File: config.mk
export PLATFORM = sky130hd
export DESIGN_NAME = mc_control_fsm
export DESIGN_NICKNAME = d
export VERILOG_FILES = /design/src/rtl/poliriscv_mc_pkg.sv /design/src/rtl/mc_alu_decoder.sv /design/src/rtl/mc_control_fsm.sv
export SDC_FILE = /design/constraint.sdc
export NUM_CORES = 1
export LEC_CHECK = 0
export ABC_AREA = 0
export CORE_MARGIN = 5
export CORE_UTILIZATION = 25
export DETAILED_ROUTE_END_ITERATION = 8
export GPL_ROUTABILITY_DRIVEN = 1
export HOLD_SLACK_MARGIN = 0.08
export PLACE_DENSITY_LB_ADDON = 0.12
export SLEW_MARGIN = 20
export SYNTH_ARGS = -nofsm -noshare
export SYNTH_HDL_FRONTEND = slang
export SYNTH_HIERARCHICAL = 1
export SYNTH_SLANG_ARGS = --single-unit
File: constraint.sdc
create_clock -name clk -period 3.3 [get_ports clk]
set_input_delay 0.33 -clock clk [delete_from_list [all_inputs] [get_ports clk]]
set_output_delay 0.33 -clock clk [all_outputs]
set_load 0.02 [all_outputs]
File: src/rtl/poliriscv_mc_pkg.sv
// Shared types and encodings for the PoliRISC-V multicycle controller.
package poliriscv_mc_pkg;

  typedef enum logic [3:0] {
    S_FETCH    = 4'd0,
    S_DECODE   = 4'd1,
    S_EXEC_R   = 4'd2,
    S_EXEC_I   = 4'd3,
    S_MEM_ADDR = 4'd4,
    S_MEM_RD   = 4'd5,
    S_MEM_WB   = 4'd6,
    S_MEM_WR   = 4'd7,
    S_BRANCH   = 4'd8,
    S_JAL      = 4'd9,
    S_JALR     = 4'd10,
    S_EXEC_U   = 4'd11,
    S_ALU_WB   = 4'd12,
    S_HALT     = 4'd15
  } state_t;

  typedef enum logic [1:0] {
    DC_ADD = 2'd0,
    DC_R   = 2'd1,
    DC_I   = 2'd2,
    DC_BR  = 2'd3
  } dec_cls_t;

  localparam logic [3:0] ALU_ADD  = 4'd0;
  localparam logic [3:0] ALU_SUB  = 4'd1;
  localparam logic [3:0] ALU_SLL  = 4'd2;
  localparam logic [3:0] ALU_SLT  = 4'd3;
  localparam logic [3:0] ALU_SLTU = 4'd4;
  localparam logic [3:0] ALU_XOR  = 4'd5;
  localparam logic [3:0] ALU_SRL  = 4'd6;
  localparam logic [3:0] ALU_SRA  = 4'd7;
  localparam logic [3:0] ALU_OR   = 4'd8;
  localparam logic [3:0] ALU_AND  = 4'd9;

  localparam logic [6:0] OP_R     = 7'b0110011;
  localparam logic [6:0] OP_I     = 7'b0010011;
  localparam logic [6:0] OP_LOAD  = 7'b0000011;
  localparam logic [6:0] OP_STORE = 7'b0100011;
  localparam logic [6:0] OP_BR    = 7'b1100011;
  localparam logic [6:0] OP_JAL   = 7'b1101111;
  localparam logic [6:0] OP_JALR  = 7'b1100111;
  localparam logic [6:0] OP_LUI   = 7'b0110111;
  localparam logic [6:0] OP_AUIPC = 7'b0010111;

  localparam logic [1:0] PC_PLUS4 = 2'd0;
  localparam logic [1:0] PC_IMM   = 2'd1;
  localparam logic [1:0] PC_ALU   = 2'd2;

  localparam logic [1:0] A_RS1  = 2'd0;
  localparam logic [1:0] A_PC   = 2'd1;
  localparam logic [1:0] A_ZERO = 2'd2;

  localparam logic [1:0] B_RS2  = 2'd0;
  localparam logic [1:0] B_IMM  = 2'd1;
  localparam logic [1:0] B_FOUR = 2'd2;

  localparam logic [1:0] WB_ALU = 2'd0;
  localparam logic [1:0] WB_MDR = 2'd1;
  localparam logic [1:0] WB_PC4 = 2'd2;

endpackage

File: src/rtl/mc_alu_decoder.sv
// Maps instruction class and funct fields to an ALU operation.
module mc_alu_decoder
  import poliriscv_mc_pkg::*;
(
  input  dec_cls_t   cls,
  input  logic [2:0] funct3,
  input  logic [6:0] funct7,
  output logic [3:0] aluctl
);

  logic alt;
  assign alt = funct7[5];

  always_comb begin
    aluctl = ALU_ADD;
    unique case (1'b1)
      (cls == DC_R), (cls == DC_I): begin
        case (funct3)
          3'b000: aluctl = (cls == DC_R && alt) ? ALU_SUB : ALU_ADD;
          3'b001: aluctl = ALU_SLL;
          3'b010: aluctl = ALU_SLT;
          3'b011: aluctl = ALU_SLTU;
          3'b100: aluctl = ALU_XOR;
          3'b101: aluctl = alt ? ALU_SRA : ALU_SRL;
          3'b110: aluctl = ALU_OR;
          default: aluctl = ALU_AND;
        endcase
      end
      (cls == DC_BR): begin
        case (funct3[2:1])
          2'b00: aluctl = ALU_SUB;
          2'b10: aluctl = ALU_SLT;
          2'b11: aluctl = ALU_SLTU;
          default: aluctl = ALU_ADD;
        endcase
      end
      default: aluctl = ALU_ADD;
    endcase
  end

endmodule

File: src/rtl/mc_control_fsm.sv
// Multicycle sequencing controller for the PoliRISC-V datapath.
// POLIRISCV_MEM_WAIT_EN adds a mem_ready stall on memory states.
module mc_control_fsm
  import poliriscv_mc_pkg::*;
(
  input  logic       clk,
  input  logic       rst,
  input  logic [6:0] opcode,
  input  logic [2:0] funct3,
  input  logic [6:0] funct7,
  input  logic       zero,
`ifdef POLIRISCV_MEM_WAIT_EN
  input  logic       mem_ready,
`endif
  output logic       pcwrite,
  output logic [1:0] pc_sel,
  output logic       irwrite,
  output logic       iord,
  output logic       memread,
  output logic       memwrite,
  output logic [1:0] alusrc_a,
  output logic [1:0] alusrc_b,
  output logic [3:0] aluctl,
  output logic       regwrite,
  output logic [1:0] wb_sel,
  output logic [3:0] state,
  output logic       halted
);

  state_t   state_q, state_d;
  dec_cls_t dec_cls;
  logic     rdy;
  logic     br_bad;
  logic     br_taken;

`ifdef POLIRISCV_MEM_WAIT_EN
  assign rdy = mem_ready;
`else
  assign rdy = 1'b1;
`endif

  // funct3 bits 2 and 0 together decide whether zero means taken
  assign br_bad   = (funct3[2:1] == 2'b01);
  assign br_taken = zero ^ (funct3[2] ^ funct3[0]);

  assign state = state_q;

  always_ff @(posedge clk or posedge rst) begin
    if (rst) state_q <= S_FETCH;
    else     state_q <= state_d;
  end

  always_comb begin
    state_d = state_q;
    case (state_q)
      S_FETCH:  state_d = rdy ? S_DECODE : S_FETCH;
      S_DECODE: begin
        case (opcode)
          OP_R:              state_d = S_EXEC_R;
          OP_I:              state_d = S_EXEC_I;
          OP_LOAD, OP_STORE: state_d = S_MEM_ADDR;
          OP_BR:             state_d = S_BRANCH;
          OP_JAL:            state_d = S_JAL;
          OP_JALR:           state_d = S_JALR;
          OP_LUI, OP_AUIPC:  state_d = S_EXEC_U;
          default:           state_d = S_HALT;
        endcase
      end
      S_EXEC_R, S_EXEC_I, S_EXEC_U: state_d = S_ALU_WB;
      S_MEM_ADDR: state_d = (opcode == OP_LOAD) ? S_MEM_RD : S_MEM_WR;
      S_MEM_RD:   state_d = rdy ? S_MEM_WB : S_MEM_RD;
      S_MEM_WR:   state_d = rdy ? S_FETCH : S_MEM_WR;
      S_BRANCH:   state_d = br_bad ? S_HALT : S_FETCH;
      S_ALU_WB, S_MEM_WB, S_JAL, S_JALR: state_d = S_FETCH;
      S_HALT:     state_d = S_HALT;
      default:    state_d = S_HALT;
    endcase
  end

  always_comb begin
    pcwrite  = 1'b0;
    pc_sel   = PC_PLUS4;
    irwrite  = 1'b0;
    iord     = 1'b0;
    memread  = 1'b0;
    memwrite = 1'b0;
    alusrc_a = A_RS1;
    alusrc_b = B_RS2;
    regwrite = 1'b0;
    wb_sel   = WB_ALU;
    halted   = 1'b0;
    dec_cls  = DC_ADD;
    case (state_q)
      S_FETCH: begin
        memread = 1'b1;
        irwrite = rdy;
      end
      S_EXEC_R: dec_cls = DC_R;
      S_EXEC_I: begin
        alusrc_b = B_IMM;
        dec_cls  = DC_I;
      end
      S_EXEC_U: begin
        alusrc_a = (opcode == OP_LUI) ? A_ZERO : A_PC;
        alusrc_b = B_IMM;
      end
      S_ALU_WB: begin
        regwrite = 1'b1;
        pcwrite  = 1'b1;
      end
      S_MEM_ADDR: alusrc_b = B_IMM;
      S_MEM_RD: begin
        memread = 1'b1;
        iord    = 1'b1;
      end
      S_MEM_WB: begin
        regwrite = 1'b1;
        wb_sel   = WB_MDR;
        pcwrite  = 1'b1;
      end
      S_MEM_WR: begin
        memwrite = 1'b1;
        iord     = 1'b1;
        pcwrite  = rdy;
      end
      S_BRANCH: begin
        dec_cls = DC_BR;
        pcwrite = !br_bad;
        pc_sel  = (!br_bad && br_taken) ? PC_IMM : PC_PLUS4;
      end
      S_JAL: begin
        regwrite = 1'b1;
        wb_sel   = WB_PC4;
        pcwrite  = 1'b1;
        pc_sel   = PC_IMM;
      end
      S_JALR: begin
        alusrc_b = B_IMM;
        regwrite = 1'b1;
        wb_sel   = WB_PC4;
        pcwrite  = 1'b1;
        pc_sel   = PC_ALU;
      end
      S_HALT:  halted = 1'b1;
      default: halted = 1'b0;
    endcase
  end

  mc_alu_decoder u_alu_dec (
    .cls    (dec_cls),
    .funct3 (funct3),
    .funct7 (funct7),
    .aluctl (aluctl)
  );

endmodule
==> qor.csv <==
metric,value,unit
status,completed,
fin_crit,3.08,ns
post-route-period-util,93.2,%
cpPeakStageDelay,0.61,ns
die_h,67.6,µm
avgSynthCellArea,7.29,µm²
gp_congestion,0.780,
cts_resized,0,
ys_seq_area_share,12.0,%
holdCritPathClass,in2async,
dieWidth,67.6,µm
wl_per_cell,13.4,µm
detail_route.wirelength,2.61,mm
async_flop_share,100,%
cp_common_cell,inv_1,
cp_max_fo,6,
finalSetupTns,0,ns
nFillCells,353,
core_area,3280,µm²
slew_viol_final,0,
initialDrtViolationCount,50,
crit_arrival,2.75,ns
grt_max_degree,20,
cts_max_path_buffers,2,
place_inst,191,
finalHoldViolCount,0,
syn-cell-area,831,µm²
setup_viol,0,
drive_above_1_share,12.8,%
use_met1,16.2,%
cts_num_sinks,4,
via_count,961,
synth_seq_cells,4,
cts_hold_buffers,0,
busiest_layer,met2,
syn-num-nets,137,
grt_pass1_wl,4.15,mm
finClkSkew,0.00823,ns
rows,21,
stdcell_count,194,
max_freq,325,MHz
worstSetupPathType,reg2out,
clock_latency,0.24,ns
clock-root-buffer,clkbuf_4,
postCtsSetupBuffers,0,
synth_edf_count,0,
yosys_warnings,6,
viasPerCell,4.95,
worst_setup_path_start_kind,register,
synth_area_leader_cell,dfrtp_1,
numCtsBuffers,3,
dr.pass1.iters,4,
leakage,0.452,nW
power.total,1.07,mW
io-pin-count,43,
drc,0,
required,2.97,ns
initial_utilization,25.3,%
dieArea,4580,µm²
rsz0062_at_grt,no,
antenna_found_initial,0,
cts_tree,done,
yosysMostFrequentCell,nor2_1,
clkTransAtPathRegs,0.04,ns
grt_overflow,0,
cts.htree.levels,1,
pwr_density_cell,872,nW/µm²
synth_area_leaders,"dfrtp_1 (12%), nor2_1 (5.9%), o21ai_0 (4.8%), ha_1 (4.5%), a21oi_1 (4.2%)",
synth_common_cells,"nor2_1 (13), nand2_1 (9), o21ai_0 (8)",
grtUsageMet2,17.4,%
yosys.area.top_type_share,12.0,%
netlist_instances,114,
ys_types,49,
antenna_cells,0,
met3_usage,2.66,%
dpl.hpwl,1.99,mm
cap_violations,0,
fin_nets,173,
slowest_stage,clkdlybuf4s50_1,
peakVddDrop,0.195,mV
path_cells,xnor2_1 -> nor3_1 -> inv_1 -> ha_1 -> inv_1 -> a2111o_1 -> a21oi_2 -> clkdlybuf4s50_1,
syn_to_final_growth,48.0,%
numPortBuffers,35,
critPathCaptureType,output port,
track_usage,11.4,%
final_core_util,37.4,%
largest_reg_flops,4,
synth-main-ff-cell,dfrtp_1,
grt_pass1_vias,875,
ant_nets,0,
final timing paths:
| check | slack [ns] | depth (start not counted) | end | startpoint |
|---|---|---|---|---|
| max | 0.22 | 8 | aluctl[0] | state[3] |
| min | 0.28 | 2 | state[0] | rst |
| max reg2reg | 1.79 | 5 | state[2] | state[3] |
| min reg2reg | 0.74 | 2 | state[0] | state[3] |
| max in group asynchronous | 2.87 | 2 | state[3] | rst |
| min in group clk | 0.74 | 2 | state[0] | state[3] |
through the flow:
stage	worst slack (ns)	area [µm²]	hold WS [ns]
floorplan	0.736	831	0.0961
finish	0.224	1230	0.276
global placement	0.529	1210	0.521
CTS	0.206	1230	0.275
detailed placement	0.472	1210	0.523
global route	0.0764	1230	0.286
layer usage:
layer  vias up  routed length (µm)
met5         -                   0
met4         0                  21
met3         4                 116
met2        24                1190
met1       446                1280
li1        487                   -
power breakdown:
group          total, mW  internal, mW  switching [mW]
registers          0.106        0.0759          0.0304
logic              0.905         0.383           0.523
clock network     0.0615        0.0407          0.0208
total               1.07         0.499           0.574
worst max-delay path, delay by kind of cell (launching register included):
family	cells	cell delay, ns
compound gates	2	0.47
simple gates	1	0.33
buf+inv	3	0.76
fa+ha+maj	1	0.38
xor+xnor	1	0.15
flops	1	0.43
cells in the final DEF (no fill, tap or decap), drive strengths merged, types with 2 or more instances in the layout:
| cell | count |
|---|---|
| clkdlybuf4s50 | 35 |
| nor2 | 14 |
| o21ai | 11 |
| nand2 | 10 |
| a21oi | 8 |
| inv | 7 |
| nand2b | 4 |
| nor3 | 4 |
| buf | 4 |
| dfrtp | 4 |
| a22oi | 3 |
| clkbuf | 3 |
| ha | 3 |
| nand3b | 3 |
| and3b | 3 |
| xnor2 | 2 |
| nor4 | 2 |
| xor2 | 2 |
| nand3 | 2 |
| o221ai | 2 |
| and3 | 2 |
| a2111o | 2 |
layout make-up:
cell class                      instances  area [µm²]  share of cell area (%)
Tap cell                               46        57.6                    4.68
Multi-Input combinational cell         95         643                    52.3
Clock buffer                            3        22.5                    1.83
Inverter                                7        26.3                    2.14
Timing Repair Buffer                   39         380                    30.9
Sequential cell                         4         100                    8.14
kinds of logic after synthesis:
family / count (synthesis) / synth area share (%)
adders and majority gates: 3 / 4.52
AOI/OAI and AO/OA: 36 / 31.8
other: 1 / 0.451
DFF: 4 / 12.0
buffers and inverters: 15 / 10.5
xor gates and xnor gates: 4 / 4.22
and+or+nand+nor: 51 / 36.4
(Power assumes the default switching activity.)
